$ cat src/rtl/prog_loader.sv
// Program memory loader: assembles a COUNT/words/CSUM byte frame into 16-bit
// word writes at consecutive addresses and holds the CPU in reset until a load verifies.
module prog_loader #(
  parameter int PC_WIDTH  = 8,
  parameter int DataWidth = 16
) (
  input  logic                 clk,
  input  logic                 res_n,
  input  logic                 start,
  input  logic                 abort,
  input  logic [7:0]           byte_in,
  input  logic                 byte_valid,
  output logic                 byte_ready,
  output logic                 wr_en,
  output logic [PC_WIDTH-1:0]  wr_addr,
  output logic [DataWidth-1:0] wr_data,
  output logic                 busy,
  output logic                 done,
  output logic                 err,
  output logic                 cpu_res_n
);

  typedef enum logic [2:0] {IDLE, COUNT, HI, LO, WRITE, CSUM, DONE} state_t;

  state_t      state;
  logic [7:0]  count_n;
  logic [7:0]  hi_byte;
  logic [7:0]  sum;
  logic [8:0]  idx;
  logic [8:0]  idx_next;
  logic [8:0]  target;
  logic        xfer;

  function automatic logic [7:0] add_mod256(input logic [7:0] a, input logic [7:0] b);
    return a + b;
  endfunction

  assign xfer     = byte_valid & byte_ready;
  assign idx_next = idx + 9'd1;
  // A COUNT byte of zero stands for a full memory of 2^PC_WIDTH words.
  assign target   = (count_n == 8'd0) ? 9'(1 << PC_WIDTH) : {1'b0, count_n};

  always_ff @(posedge clk) begin
    if (!res_n) begin
      state      <= IDLE;
      byte_ready <= 1'b0;
      wr_en      <= 1'b0;
      wr_addr    <= '0;
      wr_data    <= '0;
      busy       <= 1'b0;
      done       <= 1'b0;
      err        <= 1'b0;
      cpu_res_n  <= 1'b0;
      count_n    <= 8'd0;
      hi_byte    <= 8'd0;
      sum        <= 8'd0;
      idx        <= 9'd0;
    end else begin
      wr_en <= 1'b0;
      done  <= 1'b0;
      // Abort beats everything outside IDLE; a write already on the bus this cycle still lands.
      if (abort && state != IDLE) begin
        state      <= IDLE;
        err        <= 1'b1;
        busy       <= 1'b0;
        byte_ready <= 1'b0;
        cpu_res_n  <= 1'b0;
      end else begin
        case (state)
          IDLE: begin
            if (start && !abort) begin
              state      <= COUNT;
              busy       <= 1'b1;
              err        <= 1'b0;
              idx        <= 9'd0;
              sum        <= 8'd0;
              byte_ready <= 1'b1;
              cpu_res_n  <= 1'b0;
            end
          end
          COUNT: begin
            if (xfer) begin
              count_n <= byte_in;
              state   <= HI;
            end
          end
          HI: begin
            if (xfer) begin
              hi_byte <= byte_in;
              sum     <= add_mod256(sum, byte_in);
              state   <= LO;
            end
          end
          LO: begin
            if (xfer) begin
              sum        <= add_mod256(sum, byte_in);
              wr_en      <= 1'b1;
              wr_addr    <= idx[PC_WIDTH-1:0];
              wr_data    <= {hi_byte, byte_in};
              byte_ready <= 1'b0;
              state      <= WRITE;
            end
          end
          WRITE: begin
            idx        <= idx_next;
            byte_ready <= 1'b1;
            state      <= (idx_next == target) ? CSUM : HI;
          end
          CSUM: begin
            if (xfer) begin
              byte_ready <= 1'b0;
              busy       <= 1'b0;
              if (byte_in == sum) begin
                state <= DONE;
                done  <= 1'b1;
              end else begin
                state <= IDLE;
                err   <= 1'b1;
              end
            end
          end
          DONE: begin
            state     <= IDLE;
            cpu_res_n <= 1'b1;
          end
          default: state <= IDLE;
        endcase
      end
    end
  end

endmodule

$ cat config.mk
export PLATFORM = sky130hd
export DESIGN_NAME = prog_loader
export DESIGN_NICKNAME = d
export VERILOG_FILES = /design/src/rtl/prog_loader.sv
export SDC_FILE = /design/constraint.sdc
export NUM_CORES = 1
export LEC_CHECK = 0
export BUFFER_PORTS_ARGS = -buffer_cell sky130_fd_sc_hd__buf_2
export CORE_MARGIN = 4
export CORE_UTILIZATION = 45
export DETAILED_ROUTE_END_ITERATION = 8
export PLACE_DENSITY_LB_ADDON = 0.2
export SLEW_MARGIN = 40
export SYNTH_ARGS = -nofsm -noshare
export SYNTH_HDL_FRONTEND = slang
export SYNTH_SLANG_ARGS = --single-unit
$ cat constraint.sdc
create_clock -name clk -period 3.3 [get_ports clk]
set_clock_uncertainty 0.1 [all_clocks]
set_input_delay 0.33 -clock clk [delete_from_list [all_inputs] [get_ports clk]]
set_output_delay 0.33 -clock clk [all_outputs]
set_load 0.02 [all_outputs]
==> flow_results.org, run 1 <==
** Run status
- The flow ran to the end, and the final reports show no timing, DRC or antenna violations.

** Yosys
- Synthesized area per cell :: 7.96 um^2
- Fraction of registers with async set/reset :: 0%
- Yosys cell types :: 54
- Post-synth EDFFs :: 0
- Most area-hungry cell type in the Yosys netlist :: sky130_fd_sc_hd__dfxtp_1
- Summed over its instances, the top area cell type makes up 41.0% of the synthesized netlist area.
- Flip-flop and latch count after synthesis :: 66
- Yosys warnings :: 0
- Sequential elements use 41.0% of the synthesized area.
- Yosys instantiated no cell more often than sky130_fd_sc_hd__nand2_1.
- Synthesis produced a netlist with a net count of 427.
- Synthesis produced a netlist whose cell count is 405.
- After synthesis, the cell types taking the most area are sky130_fd_sc_hd__dfxtp_1 41%, sky130_fd_sc_hd__nand2_1 8.9%, sky130_fd_sc_hd__a21oi_1 7.8%.
- Ranked by instance count, the synthesized netlist is headed by 76 x sky130_fd_sc_hd__nand2_1, 66 x sky130_fd_sc_hd__dfxtp_1, 50 x sky130_fd_sc_hd__a21oi_1.
- Top flip-flop cell by instance count after synthesis :: sky130_fd_sc_hd__dfxtp_1
- After synthesis the cells add up to 3220 um^2.

** Drt
- Dividing the detail-routed wire length by the instance count gives 14.7 um.
- The first detailed-routing pass ran for 4 iterations.
- Summed over all layers, the routed wires come to 7970 um.
- In the routed design, unresolved DRC markers number 0.
- After the first detailed-routing iteration, the DRC count stood at 140.
- For this block, the via count after detailed routing is 2,981.
- In the routed layout, each cell is associated on average with a via count of 5.51.
- The detail route stage leaves a number of antenna-violating nets equal to 0.

** STA
- The smallest clock period supported by the final layout is computed as 2360 ps.
- Number of max-slew violations in the final report :: 0
- After layout, the worst path uses 71.5% of the clock period.
- The final number of hold-violating endpoints is 0.
- RSZ-0062 raised after global routing :: false
- Setup total negative slack on the finished layout was measured at 0 ps.
- The worst path meets setup with 939 ps of slack.
- Max Clock Freq :: 424 MHz
- Final number of setup-violating endpoints :: 0
- Measured against its own limit, the worst slew margin works out to 57.7%.
- For the pin with the worst max-slew slack, the measured transition is 633 ps.

** Worst setup path
- Category of cells accounting for the largest share of critical-path delay :: simple AND/OR/NAND/NOR gates
- Worst R2R Setup Slack :: 940 ps
- By startpoint and endpoint, the worst setup path is classified as flip-flop to flip-flop.
- Sequence of cells on the critical path :: ha_1 -> nand3_1 -> nor3_1 -> xor3_1 -> nand4_2 -> a311oi_2
- CP required :: 3450 ps
- End of the worst register-to-register path :: state[0]$_SDFFE_PP0P_
- R2r startpoint :: idx[0]$_SDFFE_PN0P_
- STA classifies the critical path endpoint as a flip-flop.
- Standard cell with the maximum stage delay on the critical path :: sky130_fd_sc_hd__dfxtp_1
- The number of buffers and inverters on the critical path is 0.
- Delay of the slowest cell on the worst path :: 490 ps
- For the worst setup path, the data arrival time is 2510 ps.
- Type of element launching the critical path :: flip-flop
- Along the worst path, the maximum fanout reaches 8.
- Depth of the most critical reg-to-reg path :: 6
- In this run the number of cells on the critical path is 6.

** CTS
- Counting along the longest clock path gives a buffer depth of 2.
- Counting the buffers created by CTS gives 9.
- H-tree lvl count :: 3
- TritonCTS clock tree :: built
- Post-CTS timing repair inserted 0 buffers for setup.
- After clock tree synthesis, the clock-pin slew on the worst setup and hold paths is 80 ps.
- Hold repair after CTS inserted 0 buffers.
- CTS saw 66 sinks.
- The clock reaches the later pin of the worst-skew pair after 340 ps.
- Clock tree root buffer cell :: sky130_fd_sc_hd__clkbuf_8
- Post-CTS Resized :: 0

** Layout
- Relative to the synthesized area, the layout overhead comes to 15.0%.
- In the final layout, the multi-input gates occupy 1790 um^2.
- Register area :: 1320 um^2
- The filler cells instantiated in the layout total 698.
- The repair_antennas step left the layout with diodes totalling 0.
- Layout Nets :: 462
- Proportion of layout cells with a drive suffix above 1 :: 16.9%

** Run
- Maximum capacitance violations :: 0

** Power
- Peak supply drop :: 0.285 mV
- Power Dens Cells :: 434 nW/um^2
- Total leakage power :: 0.00143 uW

** Floorplan
- Core Area :: 6870 um^2
- Effective utilization at floorplan :: 46.9%
- Top-level port count :: 43
- The die is 92.6 um wide.
- From bottom edge to top edge, the die measures 92.6 um.
- Floorplan row count :: 30
- Die footprint :: 8580 um^2

** Hold path
- The worst hold path begins at byte_in[0].
- Counting instances, the worst hold path has a depth of 3.
- For hold timing, the worst endpoint is wr_data[0]$_SDFFE_PN0P_.
- Class of the most critical hold timing path :: primary input to flip-flop

** Placed design
- IO buf count :: 42
- Before CTS, the worst setup slack after placement is 978 ps.
- Routability Congestion :: 0.843
- DP Wirelength :: 5510 um

** Global routing
- Number of antenna violations at the first check in global routing :: 0
- Global-route usage over all layers :: 18.8%
- Entering global routing, the biggest net connects 51 pins.
- Global-route wire length before repair :: 13,000 um
- After global routing the overflow that remains totals 0.
- Vias in the first global route :: 2,655
==> metal layers <==
metal	global-route usage (%)	routed length, um	up-vias
met2	30.4	3890	61
met4	5.98	110	0
li1	-	-	1486
met3	4.63	273	10
met1	24.5	3700	1424
met5	0	0	-
==> worst register-to-register path, delay by kind of cell, from the launching register on <==
family	cells	cell delay, ps
simple gates	3	790
flops	1	490
xor+xnor	1	310
fa+ha+maj	1	290
compound gates	1	290
==> per-stage QoR <==
step	hold WS [ps]	total power [uW]	utilization, %	area [um^2]	instances
floorplan	332	886	-	3220	405
global placement	340	921	51.0	3500	525
detailed placement	344	922	51.0	3500	525
CTS	162	1620	54.0	3710	541
global route	151	1670	54.0	3710	541
finish	180	1610	54.0	3710	541
==> layout make-up <==
class / instances / share of cell area, %
clock buffer: 10 / 3.71
timing repair buffer: 48 / 6.88
inverter: 5 / 0.506
clock inverter: 6 / 1.79
multi-input combinational: 310 / 48.2
tap: 96 / 3.24
sequential: 66 / 35.6
==> where the power goes <==
part	switching [uW]	internal [uW]	leakage [uW]
clock	337	369	0.0000945
combinational	65.2	30.3	0.000807
sequential	7.11	801	0.000532
total	410	1200	0.00143
==> cells in the final DEF (no fill, tap or decap), types with 2 or more instances in the layout <==
master                        n
sky130_fd_sc_hd__nand2b_1     2
sky130_fd_sc_hd__xnor2_1      8
sky130_fd_sc_hd__a31oi_1      3
sky130_fd_sc_hd__nand3b_1     2
sky130_fd_sc_hd__and3_1       2
sky130_fd_sc_hd__a32oi_1      3
sky130_fd_sc_hd__nand3_1     14
sky130_fd_sc_hd__clkbuf_8    10
sky130_fd_sc_hd__a21oi_1     50
sky130_fd_sc_hd__a21o_1       3
sky130_fd_sc_hd__nand4_1      4
sky130_fd_sc_hd__buf_4        6
sky130_fd_sc_hd__or3_2        2
sky130_fd_sc_hd__nand2_1     76
sky130_fd_sc_hd__xor2_1       2
sky130_fd_sc_hd__buf_2       42
sky130_fd_sc_hd__nor3_1       9
sky130_fd_sc_hd__ha_1         8
sky130_fd_sc_hd__inv_1        5
sky130_fd_sc_hd__mux2i_1      8
sky130_fd_sc_hd__nor3b_1      3
sky130_fd_sc_hd__nor2b_1      7
sky130_fd_sc_hd__dfxtp_1     66
sky130_fd_sc_hd__nor4_1       7
sky130_fd_sc_hd__nor2_1      42
sky130_fd_sc_hd__clkinvlp_4   3
sky130_fd_sc_hd__o21a_1       3
sky130_fd_sc_hd__or3_1        8
sky130_fd_sc_hd__o21ai_0     15
sky130_fd_sc_hd__a22oi_1      4
==> cells by family (layout without fill, tap and decap cells) <==
| group | after synthesis | in the layout | share of synthesized area [%] |
|---|---|---|---|
| DFF | 66 | 66 | 41.0 |
| adders and majority gates | 9 | 9 | 3.73 |
| muxes | 8 | 8 | 2.48 |
| and+or+nand+nor | 188 | 188 | 27.7 |
| buffers and inverters | 29 | 69 | 3.73 |
| xor gates and xnor gates | 11 | 11 | 3.46 |
| AOI/OAI and AO/OA | 94 | 94 | 17.9 |
==> state kept, by name (all words and copies together) (netlist names) <==
| register | cells |
|---|---|
| wr_data | 16 |
| idx | 9 |
| count_n | 8 |
| hi_byte | 8 |
| sum | 8 |
| wr_addr | 8 |
| state | 3 |
| busy | 1 |
| byte_ready | 1 |
| cpu_res_n | 1 |
| done | 1 |
| err | 1 |
| wr_en | 1 |
==> worst max-delay path by stage <==
stage	end	from
2_1_floorplan	state[0]$_SDFFE_PP0P_	idx[0]$_SDFFE_PN0P_
3_3_place_gp	state[0]$_SDFFE_PP0P_	idx[0]$_SDFFE_PN0P_
3_5_place_dp	state[0]$_SDFFE_PP0P_	idx[0]$_SDFFE_PN0P_
4_1_cts	state[0]$_SDFFE_PP0P_	idx[0]$_SDFFE_PN0P_
5_1_grt	state[0]$_SDFFE_PP0P_	idx[0]$_SDFFE_PN0P_
6_report	state[0]$_SDFFE_PP0P_	idx[0]$_SDFFE_PN0P_
(Power assumes the default switching activity.)
==> run 2, diff against run 1 <==
==> constraint.sdc (replaced) <==
create_clock -name clk -period 2.4 [get_ports clk]
set_clock_uncertainty 0.1 [all_clocks]
set_input_delay 0.24 -clock clk [delete_from_list [all_inputs] [get_ports clk]]
set_output_delay 0.24 -clock clk [all_outputs]
set_load 0.02 [all_outputs]
==> run 2 against run 1 <==
Effect of this change: cell count rose by 1.1%; sequential share of layout area shrank 0.61 points; hold slack got worse by 100 ps; non-clock buffer count is 6 higher; utilization up 0.95 points; critical path type unchanged; critical endpoint unchanged.
==> flow_results.org, run 2 (synthesis results as in run 1) <==
** Run status
- Result of the run :: complete, no violations

** Drt
- The wire length per cell is 14.2 um (-4.0%).
- The average via count per standard cell was 5.34 (-3.1%).
- The detailed router's first-iteration violation count is 111 (-21%).
- TritonRoute pass-1 iters :: 4 (unchanged)
- The total wire length is 7740 um (-2.9%).
- DRC violations left :: 0 (unchanged)
- The via total after detailed routing was 2,920 (-2.0%).
- Detail Route Antenna Nets :: 0 (unchanged)

** STA
- The top achievable clock speed came to 445 MHz (+5.1%).
- Hold violation total from the final report :: 0 (unchanged)
- The count of endpoints failing setup in the final report came to 0 (unchanged).
- Slew @ Worst Pin :: 605 ps (-28.2 ps)
- The final worst slack came to 154 ps (-786 ps).
- TNS Setup :: 0 ps (unchanged)
- The normalized max-slew margin came to 59.7% (+2.0 points).
- The minimum period implied by the final worst setup slack is 2250 ps (-114 ps).
- Setup repair after global routing left no endpoint under its margin.
- Number of max-slew violations in the final report :: 0 (unchanged)
- The share of the clock period used by the worst path after layout is 93.6% (+22 points).

** Power
- The power per unit of standard cell area came to 610 nW/um^2 (+41%).
- The proportion of power drawn by flip-flops and latches came to 48.2% (-2.0 points).
- Cell-internal power :: 1740 uW (+45%)
- Clock share of power :: 46.0% (+2.1 points)
- Switching component of the power :: 567 uW (+38%)
- The combinational power share was 5.8% (about the same).
- Peak supply drop :: 0.273 mV (-4.4%)
- The switching share of power is 24.6% (-0.84 points).
- The static leakage power is 0.00147 uW (+2.8%).

** CTS
- Clock sink count :: 66 (unchanged)
- The number of gates resized after cts came to 0 (unchanged).
- The clock latency on the worst-skew pair came to 340 ps (about the same).
- Clock tree synthesis selected as its root buffer the cell sky130_fd_sc_hd__clkbuf_8.
- CTS clock-pin slew for the worst setup and hold paths :: 80 ps (about the same)
- Number of post-CTS setup repair buffers :: 0 (unchanged)
- The depth of the CTS H-tree is 3 (unchanged).
- TritonCTS clock tree :: built
- Deepest clock path buffer count :: 2 (unchanged)
- CTS buffer count :: 9 (unchanged)
- Hold bufs inserted after CTS :: 0 (unchanged)

** Placed design
- The final estimated routing congestion in global placement was 0.857 (+1.7%).
- The pre-CTS setup slack was 148 ps (-830 ps).
- IO buf count :: 42 (unchanged)
- The half-perimeter wire length after placement was 5350 um (-3.0%).
- The cell area after placement was 3550 um^2 (+1.3%).

** Worst setup path
- The length in cells of the worst reg-to-reg path was 6 (unchanged).
- The arrival time at the worst endpoint is 2410 ps (-100 ps).
- Delay of the slowest cell on the worst path :: 450 ps (-40 ps)
- The slowest stage of the critical path is the sky130_fd_sc_hd__dfxtp_1 cell.
- Highest fanout seen on the critical path :: 8 (unchanged)
- The critical path in this run is classified as flip-flop to flip-flop.
- Endpoint class of the critical path :: flip-flop
- Type of element launching the critical path :: flip-flop
- CP required :: 2560 ps (-890 ps)
- Sequence of cells on the critical path :: ha_1 -> nand3_1 -> nor3_1 -> xor3_1 -> nand4_2 -> a311oi_2

** Global routing
- Global-route usage over all layers :: 18.6% (-0.11 points)
- The number of global-route vias before repair is 2,687 (+1.2%).
- The total global routing overflow is 0 (unchanged).
- Largest net degree at the start of global routing :: 58 (+14%)
- Global-route wire length before repair :: 12,800 um (-1.8%)
- Number of antenna violations at the first check in global routing :: 0 (unchanged)

** Layout
- The summed area of non-filler cells in the final layout was 3770 um^2 (+1.8%).
- Commonest non-fill, non-tap cells in the layout :: 76 x sky130_fd_sc_hd__nand2_1, 66 x sky130_fd_sc_hd__dfxtp_1, 50 x sky130_fd_sc_hd__a21oi_1, 42 x sky130_fd_sc_hd__nor2_1, 42 x sky130_fd_sc_hd__buf_2
- Flip-flop count of the largest register, all copies and words added :: 16 (unchanged)
- Top register by number of flip-flops :: wr_data
- The number of antenna repair diodes was 0 (unchanged).
- Layout Nets :: 468 (+1.3%)
- The largest registers in the layout are wr_data (16), idx (9).
- Layout-stage area growth over the synthesis result :: 17.0%
- Proportion of layout cells with a drive suffix above 1 :: 17.7% (+0.88 points)
- Leading cell type in the layout, fill and taps excluded :: sky130_fd_sc_hd__nand2_1

** Floorplan
- The floorplan die height is 92.6 um (unchanged).
- Core Area :: 6870 um^2 (unchanged)
- The effective utilization at floorplan is 46.9% (unchanged).
- The number of rows created at floorplan was 30 (unchanged).
- The number of top-level pins is 43 (unchanged).
- The area of the die was 8580 um^2 (unchanged).
- The die extent in x is 92.6 um (unchanged).

** Hold path
- Class of the most critical hold timing path :: primary input to flip-flop
- WHS Path Cells :: 3 (unchanged)

** Run
- The number of maximum-capacitance violations was 0 (unchanged).
run 2: cell type report:
type	count	area, um^2
Fill cell	655	3100
Multi-Input combinational cell	310	1790
Sequential cell	66	1320
Timing Repair Buffer	54	300
Clock buffer	9	124
Tap cell	96	120
Clock inverter	7	101
Inverter	5	18.8
run 2: worst paths after layout:
path | start | slack, ps | end
worst max-delay path | idx[1]$_SDFFE_PN0P_ | 150 | state[0]$_SDFFE_PP0P_
worst min-delay path | byte_in[0] | 80 | wr_data[0]$_SDFFE_PN0P_
worst max register to register | idx[1]$_SDFFE_PN0P_ | 150 | state[0]$_SDFFE_PP0P_
worst min register to register | hi_byte[7]$_SDFFE_PN0P_ | 350 | wr_data[15]$_SDFFE_PN0P_
run 2: worst max-delay path: cells and delay by family (launching register included):
family          cells  cell delay, ps
flops               1             450
xor+xnor            1             310
fa+ha+maj           1             270
compound gates      1             260
simple gates        3             780
run 2: power groups by stage:
stage,sequential (uW),clock (uW),combinational (uW)
global route,1110,1130,147
global placement,1140,0,132
floorplan,1140,0,81.4
finish,1110,1060,133
CTS,1110,1080,133
detailed placement,1140,0,133
run 2: through the flow:
stage	cells	hold WS, ps	util (%)	total power (uW)
after floorplan	405	276	-	1220
after global placement	531	341	51.6	1270
after detailed placement	531	345	51.6	1270
after CTS	547	68.8	54.9	2320
after global routing	547	73.6	54.9	2380
final	547	76.0	54.9	2300
run 2: layer usage:
| metal | vias to the layer above | GRT usage [%] | routed length [um] |
|---|---|---|---|
| li1 | 1504 | - | - |
| met1 | 1339 | 23.3 | 3380 |
| met3 | 8 | 4.39 | 534 |
| met2 | 69 | 31.1 | 3730 |
| met4 | 0 | 7.20 | 90 |
| met5 | - | 0 | 0 |
==> run 3, diff against run 2 <==
--- a/config.mk
+++ b/config.mk
@@ -6,7 +6,6 @@
 export NUM_CORES = 1
 export LEC_CHECK = 0
 export BUFFER_PORTS_ARGS = -buffer_cell sky130_fd_sc_hd__buf_2
-export CORE_MARGIN = 4
 export CORE_UTILIZATION = 45
 export DETAILED_ROUTE_END_ITERATION = 8
 export PLACE_DENSITY_LB_ADDON = 0.2
==> run 3 against run 2 <==
Effect of this change: utilization down 0.20 points; sequential power is essentially flat; first-iteration DRC count rose by 9.0%; clock-buffer cell count did not move; register-to-register slack improved by 40 ps; total power decreased by 4.4%; via count increased by 1.8%; combinational power about the same; critical path type unchanged; critical endpoint unchanged; highest routed layer unchanged.
==> flow_results.org, run 3 (synthesis results as in run 1) <==
** Layout
- The number of antenna repair diodes is 0 (unchanged).
- Leaving out fill and tap cells, the most frequent cells in the layout are 76 x sky130_fd_sc_hd__nand2_1, 64 x sky130_fd_sc_hd__dfxtp_1, 50 x sky130_fd_sc_hd__a21oi_1, 42 x sky130_fd_sc_hd__nor2_1, 42 x sky130_fd_sc_hd__buf_2.
- The area growth from synthesis to layout is 16.6%.
- Ranked by flip-flop count, first place goes to wr_data.
- Proportion of layout cells with a drive suffix above 1 :: 18.6% (+0.89 points)
- The number of nets in the layout came to 468 (unchanged).
- Largest registers :: wr_data (16), idx (9)
- The flip-flop count of the largest register, all copies and words added came to 16 (unchanged).
- Leading cell type in the layout, fill and taps excluded :: sky130_fd_sc_hd__nand2_1
- Core occupancy in the finished layout :: 54.7% (-0.20 points)

** Floorplan
- The area of the die was 7500 um^2 (-13%).
- The number of rows created at floorplan is 30 (unchanged).
- Top-level port count :: 43 (unchanged)
- The core box area is 6870 um^2 (unchanged).
- The floorplan die height was 86.6 um (-6.5%).
- The die extent in x is 86.6 um (-6.5%).
- The effective utilization at floorplan was 46.9% (unchanged).

** CTS
- Clock latency reported for the late side of the worst-skew pair :: 350 ps (about the same)
- The number of setup buffers added after CTS came to 0 (unchanged).
- CTS clock-pin slew for the worst setup and hold paths :: 80 ps (about the same)
- The depth of the CTS H-tree came to 3 (unchanged).
- CTS buffer count :: 9 (unchanged)
- TritonCTS built the clock tree.
- The number of hold buffers added after CTS is 0 (unchanged).
- The number of clock sinks seen by CTS was 66 (unchanged).
- The maximum clock insertion buffer count was 2 (unchanged).
- Clock tree root buffer cell :: sky130_fd_sc_hd__clkbuf_8

** Global routing
- Global-route wire length before repair :: 12,900 um (+0.81%)
- Remaining global-route overflow :: 0 (unchanged)
- Most used routing layer in global routing :: met2
- The number of global-route vias before repair was 2,769 (+3.1%).
- The maximum number of pins on one net before global-route repair was 57 (-1.7%).
- Global-route usage over all layers :: 22.2% (+3.6 points)
- Grt met2 use :: 36.1% (+5.0 points)
- Met1 Use GR :: 28.8% (+5.5 points)
- Number of antenna violations at the first check in global routing :: 0 (unchanged)
- Met3 track demand over resource in global routing :: 4.57% (+0.18 points)

** Power
- Total leakage power :: 0.00146 uW (-0.65%)
- The switching share of power is 25.9% (+1.3 points).
- Combinational group share of total power :: 6.1% (+0.3 points)
- The overall power consumption came to 2200 uW (-4.4%).
- Cell-internal power :: 1630 uW (-6.1%)
- The power per unit of standard cell area is 585 nW/um^2 (-4.1%).
- Switching component of the power :: 569 uW (+0.51%)
- The proportion of power drawn by flip-flops and latches was 50.5% (+2.3 points).
- The part of the total power dissipated in the clock network came to 43.5% (-2.5 points).
- Peak supply drop :: 0.286 mV (+5.0%)

** Placed design
- The half-perimeter wire length after placement was 5360 um (+0.33%).
- IO buf count :: 42 (unchanged)
- Routability Congestion :: 0.869 (+1.3%)
- The pre-CTS setup slack is 105 ps (-42.3 ps).

** STA
- The worst-margin pin slew was 583 ps (-22.3 ps).
- Worst hold margin :: 81.1 ps (+5.05 ps)
- Number of max-slew violations in the final report :: 0 (unchanged)
- The final number of hold-violating endpoints came to 0 (unchanged).
- The final worst slack was 196 ps (+42.5 ps).
- The count of endpoints failing setup in the final report came to 0 (unchanged).
- Setup repair after global routing left no endpoint under its margin.
- The share of the clock period used by the worst path after layout came to 91.8% (-1.8 points).
- The minimum period implied by the final worst setup slack came to 2200 ps (-42.5 ps).
- The normalized max-slew margin is 61.2% (+1.5 points).
- The top achievable clock speed came to 454 MHz (+1.9%).
- The post-route setup TNS is 0 ps (unchanged).

** Run status
- The run finished with clean final reports.

** Worst setup path
- Highest fanout seen on the critical path :: 9 (+1)
- The worst setup path is captured at a flip-flop.
- Type of element launching the critical path :: flip-flop
- Path type of the worst setup path :: flip-flop to flip-flop
- The arrival time at the worst endpoint came to 2370 ps (-40 ps).
- CP required :: 2560 ps (about the same)

** Drt
- The total wire length is 7670 um (-0.89%).
- Detail Route Antenna Nets :: 0 (unchanged)
- Number of vias after detailed routing :: 2,974 (+1.8%)
- The count of TritonRoute iterations in the first routing pass came to 4 (unchanged).
- The post-detailed-route DRC marker count is 0 (unchanged).
- DRC marker count from the first detailed-route iteration :: 121 (+9.0%)
- Vias per std cell :: 5.44 (+1.8%)
- The wire length per cell came to 14.0 um (-0.89%).

** Run
- The number of maximum-capacitance violations was 0 (unchanged).

** Hold path
- Class of the most critical hold timing path :: primary input to flip-flop
-- run 3: through the flow --
stage / cells / instance area [um^2]
finish: 547 / 3760
global route: 547 / 3760
CTS: 547 / 3750
detailed placement: 531 / 3550
global placement: 531 / 3550
floorplan: 405 / 3220
-- run 3: final timing paths --
check                          startpoint                        to  slack, ps  cells after the start
hold / removal                 byte_in[1]   wr_data[1]$_SDFFE_PN0P_         80                      3
setup / recovery      idx[1]$_SDFFE_PN0P_     state[0]$_SDFFE_PP0P_        200                      5
setup reg to reg      idx[1]$_SDFFE_PN0P_     state[0]$_SDFFE_PP0P_        200                      5
hold reg to reg   hi_byte[3]$_SDFFE_PN0P_  wr_data[11]$_SDFFE_PN0P_        350                      2
-- run 3: metal layers --
| metal | share of wire [%] | routed length [um] | up-vias |
|---|---|---|---|
| li1 | - | - | 1503 |
| met1 | 47 | 3630 | 1416 |
| met2 | 48 | 3720 | 49 |
| met3 | 3.2 | 242 | 6 |
| met4 | 0.99 | 76 | 0 |
| met5 | 0 | 0 | - |
-- run 3: power by group through the flow --
| stage | combinational (uW) | clock (uW) | sequential [uW] |
|---|---|---|---|
| floorplan | 81.4 | 0 | 1140 |
| finish | 133 | 956 | 1110 |
| global placement | 132 | 0 | 1140 |
| CTS | 133 | 972 | 1110 |
| detailed placement | 133 | 0 | 1140 |
| global route | 148 | 1030 | 1110 |
-- run 3: final cells by class --
type	instances	area [um^2]
Tap cell	96	120
Sequential cell	66	1320
Multi-Input combinational cell	310	1790
Clock inverter	7	77.6
Fill cell	683	3110
Clock buffer	9	124
Timing Repair Buffer	54	300
Inverter	5	18.8
-- run 3: critical path, cell delays in order (launching register included) --
cell                        delay (ps)
sky130_fd_sc_hd__dfxtp_1           450
sky130_fd_sc_hd__nand3_4           150
sky130_fd_sc_hd__or4_4             580
sky130_fd_sc_hd__a2111oi_4         360
sky130_fd_sc_hd__nand4_2           200
sky130_fd_sc_hd__a311oi_2          270
-- run 3: timing repair --
action / in CTS / in global routing
gates resized for setup: 0 / 4
endpoints found under the setup margin: 0 / 1
endpoints found under the hold margin: 0 / 0
